--- src/rtl/jk_latch_monitor_if.sv ---
// Purpose: observation bundle between a J-K latch under test and its monitor.
// Latency: none, wires only.
// Backpressure: none; the latch pins are sampled every cycle, status is level/pulse.
// Signals:
//   start              1-cycle pulse that clears and arms the monitor
//   j, k, en           latch inputs as seen at the latch pins
//   q, qb              latch outputs as seen at the latch pins
//   state              monitor state, 0=IDLE 1=SYNC 2=TRACK 3=HOLD
//   mismatch           1-cycle pulse per failed check
//   fail               sticky failure flag since the last start
//   err_cnt            saturating count of failed checks
//   sample_cnt         saturating count of checks performed
// Modports: master = stimulus / latch side, slave = monitor side.
interface jk_latch_monitor_if #(
  parameter int CNT_W = 8
) ();
  logic             start;
  logic             j;
  logic             k;
  logic             en;
  logic             q;
  logic             qb;
  logic [1:0]       state;
  logic             mismatch;
  logic             fail;
  logic [CNT_W-1:0] err_cnt;
  logic [CNT_W-1:0] sample_cnt;

  modport master (
    output start, j, k, en, q, qb,
    input  state, mismatch, fail, err_cnt, sample_cnt
  );

  modport slave (
    input  start, j, k, en, q, qb,
    output state, mismatch, fail, err_cnt, sample_cnt
  );
endinterface

--- src/rtl/jk_latch_monitor.sv ---
// Purpose: in-system checker for a level-sensitive J-K latch (expected-q model + q/qb complement check).
// Latency: latch pin change to mismatch pulse is 3 clk (2-flop sync + registered check).
// Backpressure: none; sampled every cycle, counters saturate instead of wrapping.
// Ports:
//   clk      rising-edge system clock
//   rst_n    asynchronous active-low reset, clears every register
//   mon      jk_latch_monitor_if.slave: start/j/k/en/q/qb in, state/mismatch/fail/err_cnt/sample_cnt out
module jk_latch_monitor #(
  parameter int CNT_W  = 8,
  parameter int SETTLE = 2
) (
  input logic               clk,
  input logic               rst_n,
  jk_latch_monitor_if.slave mon
);

  localparam int              HW        = (SETTLE < 2) ? 1 : $clog2(SETTLE + 1);
  localparam logic [HW-1:0]   SETTLE_LD = HW'(SETTLE);
  localparam logic [CNT_W-1:0] CNT_MAX  = '1;

  typedef enum logic [1:0] {
    IDLE  = 2'd0,
    SYNC  = 2'd1,
    TRACK = 2'd2,
    HOLD  = 2'd3
  } state_t;

  state_t           state_q;
  state_t           state_d;
  logic [HW-1:0]    hold_cnt;
  logic [HW-1:0]    hold_d;

  // Pin vector order: {j, k, en, q, qb}
  logic [4:0]       meta_r;
  logic [4:0]       sync_r;
  logic [2:0]       prev_jke;

  logic             s_j;
  logic             s_k;
  logic             s_en;
  logic             s_q;
  logic             s_qb;
  logic             change;

  logic             exp_q;
  logic             known;

  logic             chk_act;
  logic             q_bad;
  logic             c_bad;
  logic             chk_bad;

  logic             mismatch_r;
  logic             fail_r;
  logic [CNT_W-1:0] err_cnt_r;
  logic [CNT_W-1:0] sample_cnt_r;

  // ---------------------------------------------------------------------------
  // Synchronizers and change detection
  // ---------------------------------------------------------------------------
  always_ff @(posedge clk or negedge rst_n) begin
    if (!rst_n) begin
      meta_r   <= '0;
      sync_r   <= '0;
      prev_jke <= '0;
    end else begin
      meta_r   <= {mon.j, mon.k, mon.en, mon.q, mon.qb};
      sync_r   <= meta_r;
      prev_jke <= sync_r[4:2];
    end
  end

  assign s_j    = sync_r[4];
  assign s_k    = sync_r[3];
  assign s_en   = sync_r[2];
  assign s_q    = sync_r[1];
  assign s_qb   = sync_r[0];
  assign change = (sync_r[4:2] != prev_jke);

  // ---------------------------------------------------------------------------
  // Expected-q model of the latch, driven from synchronized inputs
  // ---------------------------------------------------------------------------
  always_ff @(posedge clk or negedge rst_n) begin
    if (!rst_n) begin
      exp_q <= 1'b0;
      known <= 1'b0;
    end else if (mon.start) begin
      known <= 1'b0;
    end else if (s_en) begin
      case ({s_j, s_k})
        2'b10: begin
          exp_q <= 1'b1;
          known <= 1'b1;
        end
        2'b01: begin
          exp_q <= 1'b0;
          known <= 1'b1;
        end
        // Both set while transparent: the latch races, q is undefined
        2'b11:   known <= 1'b0;
        default: ;
      endcase
    end
  end

  // ---------------------------------------------------------------------------
  // Monitor FSM
  // ---------------------------------------------------------------------------
  always_ff @(posedge clk or negedge rst_n) begin
    if (!rst_n) begin
      state_q  <= IDLE;
      hold_cnt <= '0;
    end else begin
      state_q  <= state_d;
      hold_cnt <= hold_d;
    end
  end

  always_comb begin
    state_d = state_q;
    hold_d  = hold_cnt;
    if (mon.start) begin
      state_d = SYNC;
      hold_d  = '0;
    end else begin
      case (state_q)
        IDLE: ;
        SYNC: begin
          if (known) begin
            state_d = HOLD;
            hold_d  = SETTLE_LD;
          end
        end
        HOLD: begin
          if (change) begin
            hold_d = SETTLE_LD;
          end else if (hold_cnt <= HW'(1)) begin
            // Leaves as the count reaches zero, so HOLD lasts SETTLE cycles
            hold_d  = '0;
            state_d = known ? TRACK : SYNC;
          end else begin
            hold_d = hold_cnt - HW'(1);
          end
        end
        TRACK: begin
          if (!known) begin
            state_d = SYNC;
          end else if (change) begin
            state_d = HOLD;
            hold_d  = SETTLE_LD;
          end
        end
        default: state_d = IDLE;
      endcase
    end
  end

  // ---------------------------------------------------------------------------
  // Checks. The cycle in which a j/k/en change first appears is not compared
  // against exp_q: the model has not absorbed the change yet, while q may
  // already have moved.
  // ---------------------------------------------------------------------------
  assign chk_act = (state_q != IDLE);
  assign q_bad   = (state_q == TRACK) && known && !change && (s_q != exp_q);
  assign c_bad   = chk_act && (s_q == s_qb);
  assign chk_bad = q_bad || c_bad;

  always_ff @(posedge clk or negedge rst_n) begin
    if (!rst_n) begin
      mismatch_r   <= 1'b0;
      fail_r       <= 1'b0;
      err_cnt_r    <= '0;
      sample_cnt_r <= '0;
    end else if (mon.start) begin
      // start overrides a same-cycle failure: no pulse, nothing counted
      mismatch_r   <= 1'b0;
      fail_r       <= 1'b0;
      err_cnt_r    <= '0;
      sample_cnt_r <= '0;
    end else begin
      mismatch_r <= chk_bad;
      if (chk_act && (sample_cnt_r != CNT_MAX)) begin
        sample_cnt_r <= sample_cnt_r + CNT_W'(1);
      end
      if (chk_bad) begin
        fail_r <= 1'b1;
        if (err_cnt_r != CNT_MAX) begin
          err_cnt_r <= err_cnt_r + CNT_W'(1);
        end
      end
    end
  end

  assign mon.state      = state_q;
  assign mon.mismatch   = mismatch_r;
  assign mon.fail       = fail_r;
  assign mon.err_cnt    = err_cnt_r;
  assign mon.sample_cnt = sample_cnt_r;

endmodule
--- src/flat_wrapper.sv ---
// flat-port wrapper written by rule: the top's interface ports become plain ports
module jk_latch_monitor_flat 
#(
  parameter int CNT_W  = 8,
  parameter int SETTLE = 2
)
  (clk, rst_n, mon_start, mon_j, mon_k, mon_en, mon_q, mon_qb, mon_state, mon_mismatch, mon_fail, mon_err_cnt, mon_sample_cnt);
  jk_latch_monitor_if #(.CNT_W(CNT_W)) mon_i ();
  input logic clk;
  input logic rst_n;
  input wire logic [$bits(mon_i.start)-1:0] mon_start;
  input wire logic [$bits(mon_i.j)-1:0] mon_j;
  input wire logic [$bits(mon_i.k)-1:0] mon_k;
  input wire logic [$bits(mon_i.en)-1:0] mon_en;
  input wire logic [$bits(mon_i.q)-1:0] mon_q;
  input wire logic [$bits(mon_i.qb)-1:0] mon_qb;
  output wire logic [$bits(mon_i.state)-1:0] mon_state;
  output wire logic [$bits(mon_i.mismatch)-1:0] mon_mismatch;
  output wire logic [$bits(mon_i.fail)-1:0] mon_fail;
  output wire logic [$bits(mon_i.err_cnt)-1:0] mon_err_cnt;
  output wire logic [$bits(mon_i.sample_cnt)-1:0] mon_sample_cnt;
  assign mon_i.start = mon_start;
  assign mon_i.j = mon_j;
  assign mon_i.k = mon_k;
  assign mon_i.en = mon_en;
  assign mon_i.q = mon_q;
  assign mon_i.qb = mon_qb;
  assign mon_state = mon_i.state;
  assign mon_mismatch = mon_i.mismatch;
  assign mon_fail = mon_i.fail;
  assign mon_err_cnt = mon_i.err_cnt;
  assign mon_sample_cnt = mon_i.sample_cnt;
  jk_latch_monitor #(.CNT_W(CNT_W), .SETTLE(SETTLE)) u_core (.clk(clk), .rst_n(rst_n), .mon(mon_i));
endmodule
--- config.mk ---
export PLATFORM = sky130hd
export DESIGN_NAME = jk_latch_monitor_flat
export DESIGN_NICKNAME = d
export VERILOG_FILES = /design/src/rtl/jk_latch_monitor_if.sv /design/src/rtl/jk_latch_monitor.sv /design/src/flat_wrapper.sv
export SDC_FILE = /design/constraint.sdc
export NUM_CORES = 1
export LEC_CHECK = 0
export BUFFER_PORTS_ARGS = -buffer_cell sky130_fd_sc_hd__buf_2
export CAP_MARGIN = 10
export CORE_MARGIN = 2
export CORE_UTILIZATION = 43
export DETAILED_ROUTE_END_ITERATION = 7
export GPL_TIMING_DRIVEN = 0
export PLACE_DENSITY_LB_ADDON = 0.1
export SLEW_MARGIN = 10
export SYNTH_ARGS = -nofsm -noshare
export SYNTH_HDL_FRONTEND = slang
export SYNTH_SLANG_ARGS = --single-unit
--- constraint.sdc ---
create_clock -name clk -period 2.45 [get_ports clk]
set_input_delay 0.49 -clock clk [delete_from_list [all_inputs] [get_ports clk]]
set_output_delay 0.49 -clock clk [all_outputs]
set_load 0.05 [all_outputs]
==> results of run 1 <==
critical path: cells and delay by family, from the launching register on:
family                   cells  cell delay [ps]
AO/OA/AOI/OAI                2              370
adder cells (fa/ha/maj)      1              240
buffers and inverters        1              100
flip-flops                   1              430
AND/OR/NAND/NOR              3              840
metal layers:
| layer | wire length (microns) | share of wire (%) |
|---|---|---|
| met5 | 0 | 0 |
| met2 | 1530 | 49 |
| met1 | 1370 | 44 |
| met4 | 44 | 1.4 |
| met3 | 168 | 5.4 |
synthesized netlist by cell type, types with 2 or more instances:
cell,number,share of area (%)
nor3_1,4,1.2
ha_1,8,5.9
or2_2,2,0.74
nand2_1,8,1.8
xor2_1,9,4.7
nand3_1,4,1.2
nor3b_1,2,0.89
nor2b_1,2,0.74
or3_1,5,1.9
a41oi_1,2,1.0
nor2_1,18,4.0
a21oi_1,12,3.6
dfrtp_1,37,55
a2111oi_0,2,1.0
inv_1,7,1.6
clkbuf_1,3,0.67
mux2i_1,4,2.4
o21ai_0,7,2.1
nand4_1,2,0.74
xnor2_1,2,1.0
power by group through the flow:
| stage | clock [mW] | sequential (mW) | combinational [mW] |
|---|---|---|---|
| after floorplan | 0 | 0.761 | 0.149 |
| after global placement | 0 | 0.694 | 0.283 |
| after detailed placement | 0 | 0.698 | 0.288 |
| after CTS | 0.549 | 0.686 | 0.291 |
| after global routing | 0.582 | 0.692 | 0.316 |
| final | 0.528 | 0.686 | 0.290 |
flip-flops by register name, indices dropped and copies added (netlist names):
signal	flops
u_core.mon.state	2
u_core.prev_jke	3
u_core.mon.sample_cnt	8
u_core.mon.fail	1
u_core.exp_q	1
u_core.meta_r	5
u_core.hold_cnt	2
u_core.sync_r	5
u_core.known	1
u_core.mon.mismatch	1
u_core.mon.err_cnt	8
cell families (layout without fill, tap and decap cells):
kind of cell / after synthesis / after routing / synth area share (%)
AO/OA/AOI/OAI: 31 / 31 / 12.1
XOR/XNOR: 11 / 11 / 5.73
adder cells (fa/ha/maj): 8 / 8 / 5.95
buffers and inverters: 10 / 44 / 2.23
flip-flops: 37 / 37 / 55.0
multiplexers: 5 / 5 / 3.05
AND/OR/NAND/NOR: 52 / 52 / 15.9
stage by stage:
stage                     power (mW)  instances
after floorplan                0.911        154
after global placement         0.977        228
after detailed placement       0.987        228
after CTS                       1.53        236
after global routing            1.59        236
final                           1.50        236
worst paths after layout:
check | start | end
min in group clk | mon_en | u_core.meta_r[2]
max in group asynchronous | rst_n | u_core.mon.sample_cnt[6]
hold reg to reg | u_core.meta_r[4] | u_core.sync_r[4]
setup reg to reg | u_core.mon.state[0] | u_core.mon.err_cnt[5]
setup / recovery | u_core.mon.state[0] | u_core.mon.err_cnt[5]
hold / removal | rst_n | u_core.mon.state[0]
cell type report:
cell class                 instances  share of cell area, %
buffer                             3                  0.566
clock buffer                       5                   3.46
clock inverter                     3                   2.33
inverter                           7                   1.32
sequential                        37                   46.6
multi-input combinational        107                   36.2
tap                               48                   3.02
timing repair buffer              26                   6.54
==> impl_results.md, run 1 <==
* Diodes inserted at 0
* # Max-Cap Violations at 0
* Top_reg_cell synth: dfrtp_1
* Grt ovf at 0
* Area Overhead vs Synth at 18.1%
* Yosys cell types at 34
* Final cell utilization of the core at 53.5%
* Die width at 66.6 microns
* Final WL at 3.11 mm
* Int Power at 1.05 mW
* M2 GR Usage at 27.5%
* Share of cells above drive strength 1 at 21.8%
* Crit path DAT at 2280 ps
* Total CTS buffers at 5
* Type of origin of the critical path: register
* Slew @ Worst Pin at 803 ps
* First-pass GRT wire length at 5.35 mm
* Placeable Area at 3720 sq um
* Total Neg Setup Slack at 0 ps
* Reported leakage power at 0.935 nW
* DR WL/cell at 13.2 microns
* Crit-path cells: inv_1 > ha_1 > nand2_1 > or4_4 > a2bb2oi_2 > or3_1 > a21oi_1
* Met3 GRT Util at 4.73%
* CTS clock-pin slew for the worst setup and hold paths at 80 ps
* # setup viols final at 0
* Via density at 5.29
* Crit path required time at 2660 ps
* Root buf cell: clkbuf_8
* TritonCTS clock tree: built
* I/O Buffers at 26
* RSZ-0062 raised after global routing: no
* Total global-route track usage at 16.2%
* Reg2reg setup slack at 390 ps
* # H-tree levels at 2
* Multi-input gate area at 719 sq um
* Total Die Area at 4430 sq um
* Post-synthesis instance total at 154
* Max-slew violations at 0
* Syn Area/Cell at 10.9 sq um
* Critical path class: reg -> reg
* Worst Skew at 4.00 ps
* Ys async rst share at 100%
* Most frequent cells in the layout: dfrtp_1 (37), buf_2 (26), nor2_1 (18), a21oi_1 (12), xor2_1 (9)
* Pin count of the biggest net entering global routing at 38
* FMAX at 485 MHz
* Yosys Warn Count at 0
* Placer congestion estimate at 0.776
* CTS resizes at 0
* Worst path max stage delay at 430 ps
* Max-slew headroom at 45.1%
* Initial antenna violation count at 0
* Setup Buffers After CTS at 0
* Comb pwr share at 19.3%
* Met1 Usage GRT at 19.0%
* Flops & latches, synth at 37
* Vias in the first global route at 1,242
* Switching pwr at 0.453 mW
* TritonRoute pass-1 iters at 4
* Remaining DRCs at 0
* Status: finished clean
* DP Wirelength at 2.21 mm
* Sequential power share at 45.6%
* Fin crit share at 84.2%
* Die Span Y at 66.6 microns
* HP Class: in -> async
* Switching part of the total at 30.1%
* Worst Path Max Fanout at 10
* Reg area at 926 sq um
* Syn_nets at 170
* Peak supply drop at 403 uV
* Fill count at 339
* Reg2Reg Depth at 7
* Minimum clock period at 2060 ps
* NumNets Final at 203
* Commonest non-fill, non-tap cell in the layout: dfrtp_1
* Pwr Density at 756 nW/um^2
* Fin area at 1990 sq um
* Worst setup margin at 388 ps
* Hold-fix buffers, CTS at 0
* Final Hold Viols at 0
* Worst-skew pair later-pin latency at 290 ps
* WHS at 280 ps
* Worst setup EP type: register
* GR peak layer: met2
* Number of cell rows at 22
* Pre-CTS WS at 398 ps
* Clock buffer depth at 2
* Clock share of power at 35.1%
* Sequential-to-total area share from yosys stat at 55.0%
* Antenna viol nets, final at 0
* Clock Sink Count at 37
* Synth Cell Area at 1680 sq um
* Drt first-iter violations at 46
* Num ports at 28
* Critical-path top delay cell: dfrtp_1
* Vias post-DR at 1,249
* Placement Cell Area at 1870 sq um
* Number of flops mapped to enable cells by yosys at 0
* Initial cell density of the core at 45.3%
Note: power is estimated with default switching activity, not from simulation.
==> inputs of run 2 (changes only) <==
- clock period: 2.45 -> 1.8 ns (I/O delays scaled with it)
==> run 2 against run 1 <==
Effect of this change:
- the flow now finishes with violations (negative setup slack)
- die area unchanged
- first-iteration DRC count grew 59%
- sequential cell count is the same
- count of clock-buffer cells in the layout unchanged
- routed wire length is 14% higher
- combinational power is 65% higher
- final cell count increased by 5.1%
- non-clock buffer count increased by 11
- maximum frequency increased by 6.1%
- hold slack lost 120 ps
- via count grew 6.0%
- critical path type unchanged
==> impl_results.md, run 2 (same netlist as run 1, synthesis figures left out) <==
* Status: finished with violations
* Failing checks: negative setup slack
* Most frequent cells in the layout: dfrtp_1 (28), buf_2 (26), nor2_1 (17), a21oi_1 (10), buf_4 (10)
* Critical path depth in cells at 5 (-2)
* Worst Skew at 6.54 ps (+2.55 ps)
* Initial cell density of the core at 45.3% (unchanged)
* Slew @ Worst Pin at 803 ps (+0.152 ps)
* First-pass GRT wire length at 5.55 mm (+3.6%)
* Die width at 66.6 microns (unchanged)
* Int Power at 1.48 mW (+41%)
* Drt first-iter violations at 73 (+59%)
* Fill count at 302 (-11%)
* Peak supply drop at 572 uV (+42%)
* FMAX at 514 MHz (+6.1%)
* Final cell utilization of the core at 60.8% (+7.3 points)
* Family with the most delay on the worst path: simple AND/OR/NAND/NOR gates
* Final WL at 3.54 mm (+14%)
* Comb pwr share at 22.2% (+2.9 points)
* Hold-fix buffers, CTS at 0 (unchanged)
* Placer congestion estimate at 0.713 (-8.2%)
* CTS clock-pin slew for the worst setup and hold paths at 80 ps (about the same)
* Crit path DAT at 2150 ps (-130 ps)
* Crit path required time at 2010 ps (-650 ps)
* Diodes inserted at 0 (unchanged)
* Switching part of the total at 31.1% (+1.0 points)
* Type of origin of the critical path: register
* Max-slew headroom at 46.5% (+1.4 points)
* Worst setup margin at -144 ps (-532 ps)
* Minimum clock period at 1940 ps (-118 ps)
* Total CTS buffers at 5 (unchanged)
* TritonCTS clock tree: built
* Pre-CTS WS at -175 ps (-573 ps)
* NumNets Final at 215 (+5.9%)
* Fin crit share at 108% (+24 points)
* Share of cells above drive strength 1 at 40.5% (+19 points)
* Worst Path Max Fanout at 5 (-5)
* Die Span Y at 66.6 microns (unchanged)
* Commonest non-fill, non-tap cell in the layout: dfrtp_1
* Pin count of the biggest net entering global routing at 38 (unchanged)
* HP Class: in -> async
* Number of cell rows at 22 (unchanged)
* Placement Cell Area at 1930 sq um (+3.3%)
* DR WL/cell at 14.3 microns (+8.2%)
* Final Hold Viols at 0 (unchanged)
* Fin area at 2260 sq um (+14%)
* Critical-path top delay cell: or4_4
* Total global-route track usage at 16.9% (+0.63 points)
* Via density at 5.34 (+0.88%)
* Sequential power share at 44.0% (-1.6 points)
* Crit-path cells: xor2_2 > or4_4 > a2bb2oi_4 > or3_4 > a21oi_2
* Worst setup EP type: register
* Antenna viol nets, final at 0 (unchanged)
* Critical path class: reg -> reg
* Grt ovf at 0 (unchanged)
* Reported leakage power at 0.988 nW (+5.8%)
* CP bufs+invs at 0 (-1)
* # H-tree levels at 2 (unchanged)
* # Max-Cap Violations at 0 (unchanged)
* DP Wirelength at 2.24 mm (+1.1%)
* RSZ-0062 raised after global routing: yes
* TritonRoute pass-1 iters at 4 (unchanged)
* Vias post-DR at 1,324 (+6.0%)
* Num ports at 28 (unchanged)
* Max-slew violations at 0 (unchanged)
* Total Neg Setup Slack at -617 ps (-617 ps)
* Root buf cell: clkbuf_8
* Vias in the first global route at 1,211 (-2.5%)
* Initial antenna violation count at 0 (unchanged)
* Reg2Reg Depth at 5 (-2)
* Placeable Area at 3720 sq um (unchanged)
* I/O Buffers at 26 (unchanged)
* Pwr Density at 954 nW/um^2 (+26%)
* Clock share of power at 33.8% (-1.3 points)
* # setup viols final at 7 (+7)
* Clock buffer depth at 2 (unchanged)
* Switching pwr at 0.670 mW (+48%)
* Worst-skew pair later-pin latency at 290 ps (about the same)
* Clock Sink Count at 37 (unchanged)
* Remaining DRCs at 0 (unchanged)
* Total Die Area at 4430 sq um (unchanged)
* Area Overhead vs Synth at 34.2%
* Worst path max stage delay at 550 ps (+120 ps)
## run 2: cell count changes in the layout (fill, tap and decap cells not counted), sizes merged
cell     previous run  this run
a2bb2oi             1         2
buf                26        37
## run 2: worst reg2reg max path: stages, from the launching register on
cell and delay, ps:
dfrtp_1 430, xor2_2 210, or4_4 550, a2bb2oi_4 210
or3_4 330, a21oi_2 120
## run 2: cell type report
type | count | area (sq um) | area share, %
Multi-Input combinational cell | 108 | 892 | 39.5
Tap cell | 48 | 60.1 | 2.66
Timing Repair Buffer | 37 | 216 | 9.58
Clock buffer | 5 | 68.8 | 3.05
Inverter | 7 | 26.3 | 1.16
Clock inverter | 3 | 46.3 | 2.05
Buffer | 3 | 11.3 | 0.499
Sequential cell | 37 | 937 | 41.5
## run 2: stage by stage
stage | total power, mW | hold WS, ps | std cells
CTS | 2.11 | 163 | 240
detailed placement | 1.37 | 335 | 228
global placement | 1.35 | 333 | 228
finish | 2.15 | 157 | 248
global route | 2.28 | 142 | 248
floorplan | 1.26 | 64.4 | 154
## run 2: final timing paths
kind / start / end / slack, ps
max: u_core.sync_r[4] / u_core.mon.err_cnt[4] / -140
min: rst_n / u_core.mon.err_cnt[5] / 160
max reg2reg: u_core.sync_r[4] / u_core.mon.err_cnt[4] / -140
min reg2reg: u_core.meta_r[2] / u_core.sync_r[2] / 350
max in group asynchronous: rst_n / u_core.mon.sample_cnt[6] / 1080
min in group clk: mon_en / u_core.meta_r[2] / 170
## run 2: per-layer routing
metal	vias to the layer above	routed length [microns]	GRT usage (%)
met4	0	26	5.61
met2	35	1790	27.4
met3	4	176	5.57
li1	629	-	-
met5	-	0	0
met1	656	1550	21.1
## run 2: what timing repair did
| action | in CTS | in global routing |
|---|---|---|
| gates resized for setup | 2 | 19 |
| buffers inserted | 4 | 7 |
| cloned | 0 | 1 |
| pin swaps | 0 | 6 |
| endpoints found under the setup margin | 6 | 11 |
## run 2: power groups by stage
stage                     combinational [mW]  clock [mW]  sequential, mW
after global placement                 0.397           0           0.956
after detailed placement               0.407           0           0.961
after floorplan                        0.215           0            1.05
final                                  0.479       0.728           0.948
after global routing                   0.525       0.797           0.957
after CTS                              0.424       0.742           0.943
